**config.mk**
```make
export PLATFORM = sky130hd
export DESIGN_NAME = dmem_arbiter
export DESIGN_NICKNAME = d
export VERILOG_FILES = /design/src/rtl/dmem_arb_pkg.sv /design/src/rtl/dmem_arb_stats.sv /design/src/rtl/dmem_arbiter.sv
export SDC_FILE = /design/constraint.sdc
export NUM_CORES = 1
export LEC_CHECK = 0
export ABC_AREA = 1
export ABC_CLOCK_PERIOD_IN_PS = 2500
export CELL_PAD_IN_SITES_DETAIL_PLACEMENT = 2
export CELL_PAD_IN_SITES_GLOBAL_PLACEMENT = 2
export CORE_ASPECT_RATIO = 0.9
export CORE_MARGIN = 1.5
export CORE_UTILIZATION = 14
export CTS_CLUSTER_SIZE = 28
export DETAILED_ROUTE_END_ITERATION = 16
export PLACE_DENSITY_LB_ADDON = 0.1
export SLEW_MARGIN = 20
export SYNTH_ARGS = -nofsm -noshare
export SYNTH_HDL_FRONTEND = slang
export SYNTH_SLANG_ARGS = --single-unit
```
**constraint.sdc**
```tcl
create_clock -name clk -period 2.5 [get_ports clk]
set_clock_uncertainty 0.2 [all_clocks]
set_input_delay 0.5 -clock clk [delete_from_list [all_inputs] [get_ports clk]]
set_output_delay 0.5 -clock clk [all_outputs]
set_load 0.05 [all_outputs]
```
**src/rtl/dmem_arb_pkg.sv**
```systemverilog
// Shared types and default constants for the data-memory arbiter.
package dmem_arb_pkg;

    typedef enum logic {
        IDLE = 1'b0,
        ACK  = 1'b1
    } arb_state_e;

    localparam int ADDR_W_DEF   = 5;
    localparam int DATA_W_DEF   = 32;
    localparam int MAX_WAIT_DEF = 4;
    localparam int WAIT_W       = 4;
    localparam int STAT_W       = 16;

    function automatic logic [STAT_W-1:0] sat_inc(input logic [STAT_W-1:0] v);
        return (v == '1) ? v : v + STAT_W'(1);
    endfunction

endpackage

```
**src/rtl/dmem_arb_stats.sv**
```systemverilog
// Saturating counters of host grants and CPU stall cycles.
module dmem_arb_stats
    import dmem_arb_pkg::*;
(
    input  logic              clk,
    input  logic              reset,
    input  logic              grant_i,
    input  logic              stall_i,
    output logic [STAT_W-1:0] host_grants_o,
    output logic [STAT_W-1:0] cpu_stalls_o
);

    logic [STAT_W-1:0] grants_q;
    logic [STAT_W-1:0] stalls_q;

    always_ff @(posedge clk or posedge reset) begin
        if (reset) begin
            grants_q <= '0;
            stalls_q <= '0;
        end else begin
            if (grant_i) grants_q <= sat_inc(grants_q);
            if (stall_i) stalls_q <= sat_inc(stalls_q);
        end
    end

    assign host_grants_o = grants_q;
    assign cpu_stalls_o  = stalls_q;

endmodule

```
**src/rtl/dmem_arbiter.sv**
```systemverilog
// CPU-priority arbiter for the data memory with a bounded host wait.
// Define DMEM_ARB_STATS_EN to add the grant/stall statistics outputs.
module dmem_arbiter
    import dmem_arb_pkg::*;
#(
    parameter int ADDR_W   = ADDR_W_DEF,
    parameter int DATA_W   = DATA_W_DEF,
    parameter int MAX_WAIT = MAX_WAIT_DEF
) (
    input  logic              clk,
    input  logic              reset,
    input  logic              cpu_req,
    input  logic              cpu_we,
    input  logic [ADDR_W-1:0] cpu_addr,
    input  logic [DATA_W-1:0] cpu_wdata,
    output logic [DATA_W-1:0] cpu_rdata,
    output logic              cpu_stall,
    input  logic              host_req,
    input  logic              host_we,
    input  logic [ADDR_W-1:0] host_addr,
    input  logic [DATA_W-1:0] host_wdata,
    output logic              host_ack,
    output logic [DATA_W-1:0] host_rdata,
    output logic              mem_en,
    output logic              mem_we,
    output logic [ADDR_W-1:0] mem_addr,
    output logic [DATA_W-1:0] mem_wdata,
    input  logic [DATA_W-1:0] mem_rdata
`ifdef DMEM_ARB_STATS_EN
   ,output logic [STAT_W-1:0] stat_host_grants,
    output logic [STAT_W-1:0] stat_cpu_stalls
`else
`endif
);

    localparam logic [WAIT_W-1:0] WAIT_LIMIT = WAIT_W'(MAX_WAIT);

    arb_state_e        state_q;
    logic [WAIT_W-1:0] wait_cnt_q;
    logic [WAIT_W-1:0] wait_cnt_d;
    logic              host_ack_q;
    logic [DATA_W-1:0] host_rdata_q;
    logic              wait_full;
    logic              grant;

    assign wait_full = (wait_cnt_q == WAIT_LIMIT);
    assign grant     = !reset && (state_q == IDLE) && host_req && (!cpu_req || wait_full);

    // The CPU owns memory unless the host is granted; nothing reaches memory during reset.
    always_comb begin
        mem_en    = 1'b0;
        mem_we    = 1'b0;
        mem_addr  = cpu_addr;
        mem_wdata = cpu_wdata;
        cpu_stall = 1'b0;
        if (grant) begin
            mem_en    = 1'b1;
            mem_we    = host_we;
            mem_addr  = host_addr;
            mem_wdata = host_wdata;
            cpu_stall = cpu_req;
        end else if (!reset) begin
            mem_en = cpu_req;
            mem_we = cpu_req && cpu_we;
        end
    end

    always_comb begin
        wait_cnt_d = wait_cnt_q;
        if (state_q == IDLE) begin
            if (grant || !host_req) begin
                wait_cnt_d = '0;
            end else if (cpu_req && !wait_full) begin
                wait_cnt_d = wait_cnt_q + WAIT_W'(1);
            end
        end
    end

    always_ff @(posedge clk or posedge reset) begin
        if (reset) begin
            state_q      <= IDLE;
            wait_cnt_q   <= '0;
            host_ack_q   <= 1'b0;
            host_rdata_q <= '0;
        end else begin
            wait_cnt_q <= wait_cnt_d;
            host_ack_q <= grant;
            case (state_q)
                IDLE: begin
                    if (grant) begin
                        state_q      <= ACK;
                        host_rdata_q <= mem_rdata;
                    end
                end
                ACK:     state_q <= IDLE;
                default: state_q <= IDLE;
            endcase
        end
    end

    assign cpu_rdata  = mem_rdata;
    assign host_ack   = host_ack_q;
    assign host_rdata = host_rdata_q;

`ifdef DMEM_ARB_STATS_EN
    dmem_arb_stats u_stats (
        .clk           (clk),
        .reset         (reset),
        .grant_i       (grant),
        .stall_i       (cpu_stall),
        .host_grants_o (stat_host_grants),
        .cpu_stalls_o  (stat_cpu_stalls)
    );
`else
    // Statistics counters are not built in this configuration.
`endif

endmodule

```
==> results of run 1 <==
-- kinds of logic after synthesis --
logic type               Yosys count  synth area share [%]
flip-flops                        38                  41.3
buffers and inverters             57                  17.8
AND/OR/NAND/NOR                  234                  38.7
XOR/XNOR                           2                 0.761
adder cells (fa/ha/maj)            2                  1.09
AO/OA/AOI/OAI                      2                 0.435
-- per-layer routing --
layer	part of all wire (%)	up-vias
met1	44	1376
met3	6.4	4
li1	-	1379
met5	0	-
met2	49	139
met4	0.55	0
-- power by group through the flow --
stage,logic (W),clock network [W],registers (W)
2_1_floorplan,0.000491,0,0.00111
3_3_place_gp,0.00146,0,0.000773
3_5_place_dp,0.00147,0,0.000776
4_1_cts,0.00153,0.000664,0.000767
5_1_grt,0.00163,0.000682,0.000777
6_report,0.00156,0.000624,0.000764
-- worst register-to-register path: stages (launching register included) --
cell and delay, ns:
dfrtp_1 0.39, inv_2 0.08, ha_4 0.13, nand3_2 0.06, nand2_2 0.09, buf_4 0.11, buf_4 0.09, buf_4 0.10
nand3_1 0.07, nand2_1 0.16, inv_1 0.08, nand2_1 0.06, nand2_1 0.05
-- sequential cells by signal, indices dropped and copies added, names as in the netlist --
signal and flops:
host_ack 1, wait_cnt_q 4, host_rdata 32, state_q 1
-- layout by cell type (no fill, tap or decap), types with 2 or more instances in the layout --
| master | count |
|---|---|
| nand2_2 | 29 |
| nor2_1 | 2 |
| dfrtp_1 | 38 |
| clkdlybuf4s50_1 | 141 |
| inv_1 | 5 |
| buf_8 | 11 |
| clkinvlp_4 | 2 |
| buf_4 | 17 |
| nand2_1 | 190 |
| clkbuf_16 | 7 |
| buf_12 | 42 |
| buf_6 | 28 |
| nand3_1 | 3 |
| dlygate4sd2_1 | 3 |
| inv_2 | 3 |
| nand2_4 | 5 |
| nand4_1 | 2 |
-- metrics by stage --
stage / instances / TNS, ns
floorplan: 335 / 0
global placement: 726 / -3.32
detailed placement: 726 / -4.34
CTS: 745 / 0
global route: 748 / -0.408
finish: 748 / 0
-- cell usage after synthesis --
| cell | instances |
|---|---|
| xnor2_1 | 1 |
| inv_1 | 9 |
| xor2_1 | 1 |
| ha_1 | 2 |
| clkinv_2 | 1 |
| o21ai_0 | 2 |
| buf_6 | 8 |
| dfrtp_1 | 38 |
| nand2_1 | 223 |
| buf_2 | 5 |
| nand2_2 | 1 |
| nand4_1 | 2 |
| nor2_1 | 4 |
| buf_4 | 34 |
| nand3_1 | 4 |
-- how the worst min path moves through the flow --
stage	from	to	slack [ns]	cells past startpoint
2_1_floorplan	reset	host_ack	0.27	1
3_3_place_gp	host_rdata[17]	host_rdata[17]	0.26	2
3_5_place_dp	host_rdata[29]	host_rdata[29]	0.27	2
4_1_cts	host_rdata[29]	host_rdata[29]	0.28	2
5_1_grt	host_rdata[24]	host_rdata[24]	0.31	2
6_report	host_rdata[29]	host_rdata[29]	0.28	2
-- timing repair --
item                                    CTS  global route
gates resized for setup                  47            58
endpoints found under the setup margin   40            40
buffers inserted                          9             2
pin swaps                                 7            17
cloned                                    2             2
-- final cells by class --
type                            count  area, µm²
Fill cell                        1802      10700
Sequential cell                    38        951
Clock inverter                      3       21.3
Multi-Input combinational cell    240       1080
Timing Repair Buffer              245       2960
Clock buffer                        5        125
Tap cell                          207        259
Inverter                           10       53.8
==> impl_results.md, run 1 <==
- Leak: 2.60 nW
- Drt pass-1 iters: 4
- Nets@finish: 654
- CTS clk-pin slew, worst paths: 0.06 ns
- GR Util All Layers: 13.0%
- Yosys top cell by area: dfrtp_1
- Met3 Use GR: 3.11%
- Critical Path Fanout Max: 8
- Initial cell density of the core: 14.3%
- Die Height: 125 µm
- Initial antenna violation count: 0
- Final Power: 0.00295 W
- Setup crit end: mem_wdata[24]
- Met1 track utilization from global routing: 16.6%
- Max stage delay cell, worst path: dfrtp_1
- Bufs and invs on worst path: 4
- Status: finished clean
- WP depth: 10
- GRT Max-Usage Layer: met2
- Mapped Cells: 335
- Area Growth Syn to Fin: 137%
- Relative slew slack: 61.8%
- Clock tree buffer depth: 2
- IO Count: 217
- Final Slew Violations: 0
- Critical Path AT: 1.75 ns
- Die width: 138 µm
- Achievable frequency: 408 MHz
- CTS sink count: 38
- Die Footprint: 0.0172 mm²
- Setup slack, reg-to-reg: 0.72 ns
- Clock network power share: 21.2%
- #FFs+latches synth: 38
- Sequential element share of the synthesized area: 41.3%
- GP Congestion: 0.859
- Hold_ws: 0.279 ns
- Vias in the first global route: 3,125
- Hold Vio Cnt, Final: 0
- Synth top area cells: dfrtp_1 (41%), nand2_1 (36%), buf_4 (11%)
- GR met2 Demand/Resource: 22.2%
- Syn avg cell area: 6.88 µm²
- Unrepaired setup endpoints after global routing: yes
- ANT nets after route: 0
- DP HPWL: 8.68 mm
- Crit path launch: wait_cnt_q[0]
- Number of buffers created by CTS: 5
- Startpoint types: register
- DRC violation count after routing: 0
- Min Clock Period, post-route: 2.45 ns
- Iter 0 DRT Violations: 64
- Internal power: 0.00172 W
- Reg2Reg Launch Point: wait_cnt_q[0]
- Worst-path cell chain: inv_2 -> ha_4 -> nand3_2 -> nand2_2 -> nand2_4 -> buf_12 -> buf_12 -> nand2_1 -> nand2_2 -> buf_6
- Worst setup margin: 0.0501 ns
- Max-cap check violation count: 0
- Num rows: 44
- Logic pwr share: 52.9%
- Via count: 2,898
- Drt total wl: 11.5 mm
- Layout cells sized above 1: 28.3%
- Cts-stage hold buffer count: 0
- Vias/cell: 3.87
- WS Path Type: register to output pin
- Top delay family on crit path: buffers and inverters
- Slowest stage delay, CP: 0.39 ns
- Yosys warnings: 0
- Core area: 0.0161 mm²
- Syn_nets: 449
- Crit share post-route: 98.0%
- Power Density: 540 mW/mm²
- Root Buffer: clkbuf_16
- CP endpoint kind: output pin
- Area after DPL: 0.00479 mm²
- First-pass GRT wire length: 17.8 mm
- CP Data Required Time: 1.80 ns
- Sw power: 0.00123 W
- Sw frac: 41.7%
- Post-synthesis cell type count: 15
- Worst-Margin Slew: 0.571 ns
- CTS tree: built
- Largest net degree at the start of global routing: 39
- Remaining Overflow, GRT: 0
- Post-place setup slack: -0.159 ns
- Avg WL per Cell: 15.4 µm
- R2R depth: 12
- Fin area: 0.00546 mm²
- Clock Latency Late Sink: 0.28 ns
- Yosys top cell area share: 41.3%
- Hold Crit Class: register to register
- Reg2reg end: wait_cnt_q[3]
- # diodes: 0
- Mapped Area: 0.00230 mm²
- # setup viols final: 0
- Maximum vdd drop: 0.248 mV
- Register share of total power: 25.9%
- # H-tree levels: 2
- Final core utilization: 33.8%
- PortBufs: 216
Power figures use the tool's default switching activity.
==> inputs of run 2 (changes only) <==
Settings changed: SKIP_LAST_GASP set to 1, TNS_END_PERCENT set to 20.
==> impl_results.md, run 2 (synthesis results as in run 1) <==
- Status: finished clean
- Core area: 0.0161 mm²
- Commonest non-fill, non-tap cell in the layout: nand2_1
- CTS tree: built
- Critical Path AT: 1.75 ns
- Leak: 2.60 nW
- GP Congestion: 0.859
- # diodes: 0
- IO Count: 217
- Final Slew Violations: 0
- Num rows: 44
- Area of the multi-input gates: 0.00105 mm²
- Vias in the first global route: 3,125
- Root Buffer: clkbuf_16
- Critical Path Fanout Max: 15
- Met3 Use GR: 3.11%
- Worst setup margin: 0.0527 ns
- Filler Cells Inserted: 1,800
- ANT nets after route: 0
- Initial antenna violation count: 0
- Min Clock Period, post-route: 2.45 ns
- Startpoint types: register
- Remaining Overflow, GRT: 0
- Crit share post-route: 97.9%
- Die Footprint: 0.0172 mm²
- Hold Vio Cnt, Final: 0
- Die width: 138 µm
- Clock Latency Late Sink: 0.28 ns
- Post-place setup slack: -0.159 ns
- PortBufs: 216
- CTS sink count: 38
- Slowest stage delay, CP: 0.39 ns
- Commonest non-fill, non-tap cells in the layout: nand2_1 (198), clkdlybuf4s50_1 (141), buf_12 (42)
- Number of flip-flops in the largest register: 32
- First-pass GRT wire length: 17.8 mm
- # H-tree levels: 2
- Unrepaired setup endpoints after global routing: yes
- Die Height: 125 µm
- Met1 track utilization from global routing: 16.6%
- Via count: 2,913
- Cts-stage hold buffer count: 0
- GR met2 Demand/Resource: 22.2%
- Drt pass-1 iters: 5
- Layout cells sized above 1: 26.9%
- Max stage delay cell, worst path: dfrtp_1
- GR Util All Layers: 13.0%
- CTS clk-pin slew, worst paths: 0.06 ns
- Area Growth Syn to Fin: 135%
- Drt total wl: 11.5 mm
- CP Data Required Time: 1.80 ns
- Power Density: 542 mW/mm²
- Worst-Margin Slew: 0.571 ns
- CP endpoint kind: output pin
- # setup viols final: 0
- DP HPWL: 8.68 mm
- GRT Max-Usage Layer: met2
- CP most frequent cell: nand2_1
- Relative slew slack: 61.8%
- Nets@finish: 655
- Worst-path cell chain: inv_2 -> ha_4 -> nand3_2 -> nand2_2 -> nand2_4 -> buf_12 -> buf_16 -> nand2_1 -> nand2_1 -> buf_6
- Hold Crit Class: register to register
- Clock tree buffer depth: 2
- Maximum vdd drop: 0.248 mV
- Largest net degree at the start of global routing: 39
- Hold_ws: 0.279 ns
- Final core utilization: 33.6%
- Achievable frequency: 409 MHz
- Avg WL per Cell: 15.4 µm
- Number of buffers created by CTS: 5
- WS Path Type: register to output pin
- Initial cell density of the core: 14.3%
- Register Area: 951 µm²
- Max-cap check violation count: 0
- DRC violation count after routing: 0
- Vias/cell: 3.89
- Iter 0 DRT Violations: 58
run 2: worst paths after layout:
kind / from / endpoint / slack (ns) / depth (start not counted)
worst min register to register: host_rdata[29] / host_rdata[29] / 0.28 / 2
worst min-delay path: host_rdata[29] / host_rdata[29] / 0.28 / 2
worst max-delay path: wait_cnt_q[0] / mem_wdata[1] / 0.05 / 10
worst max register to register: wait_cnt_q[0] / wait_cnt_q[3] / 0.64 / 12
max in group asynchronous: reset / host_rdata[30] / 1.20 / 4
min in group asynchronous: reset / host_rdata[7] / 0.52 / 4
run 2: routing by layer:
metal	share of wire, %	vias to the layer above
li1	-	1382
met2	48	142
met3	6.6	4
met4	0.55	0
met5	0	-
met1	44	1385
run 2: what timing repair did:
item / in CTS / in global routing
buffers inserted: 9 / 2
endpoints found under the setup margin: 40 / 40
resized for setup: 47 / 40
cloned: 2 / 2
pin swaps: 7 / 8
run 2: through the flow:
stage	power [W]	setup TNS, ns	std cells	cell area [µm²]
2_1_floorplan	0.00160	0	335	2310
3_3_place_gp	0.00223	-3.32	726	4790
3_5_place_dp	0.00224	-4.34	726	4790
4_1_cts	0.00296	0	745	5230
5_1_grt	0.00308	-0.686	749	5420
6_report	0.00294	0	749	5420
run 2: where the power goes:
part	leakage, nW	total, W	switching [W]	internal, W
clock network	0.0698	0.000624	0.000255	0.000369
registers	0.481	0.000764	0.0000511	0.000713
logic	2.05	0.00155	0.000918	0.000631
total	2.60	0.00294	0.00122	0.00171
run 2: cell type report:
cell class | instances | area share [%]
timing repair buffer | 246 | 54.6
multi-input combinational | 240 | 19.4
sequential | 38 | 17.5
tap | 207 | 4.78
clock buffer | 5 | 2.31
inverter | 10 | 0.992
clock inverter | 3 | 0.392
run 2: critical path: cells and delay by family (launching register included):
kind / cells / cell delay (ns)
AND/OR/NAND/NOR: 5 / 0.41
buffers and inverters: 4 / 0.54
flip-flops: 1 / 0.39
adder cells (fa/ha/maj): 1 / 0.13
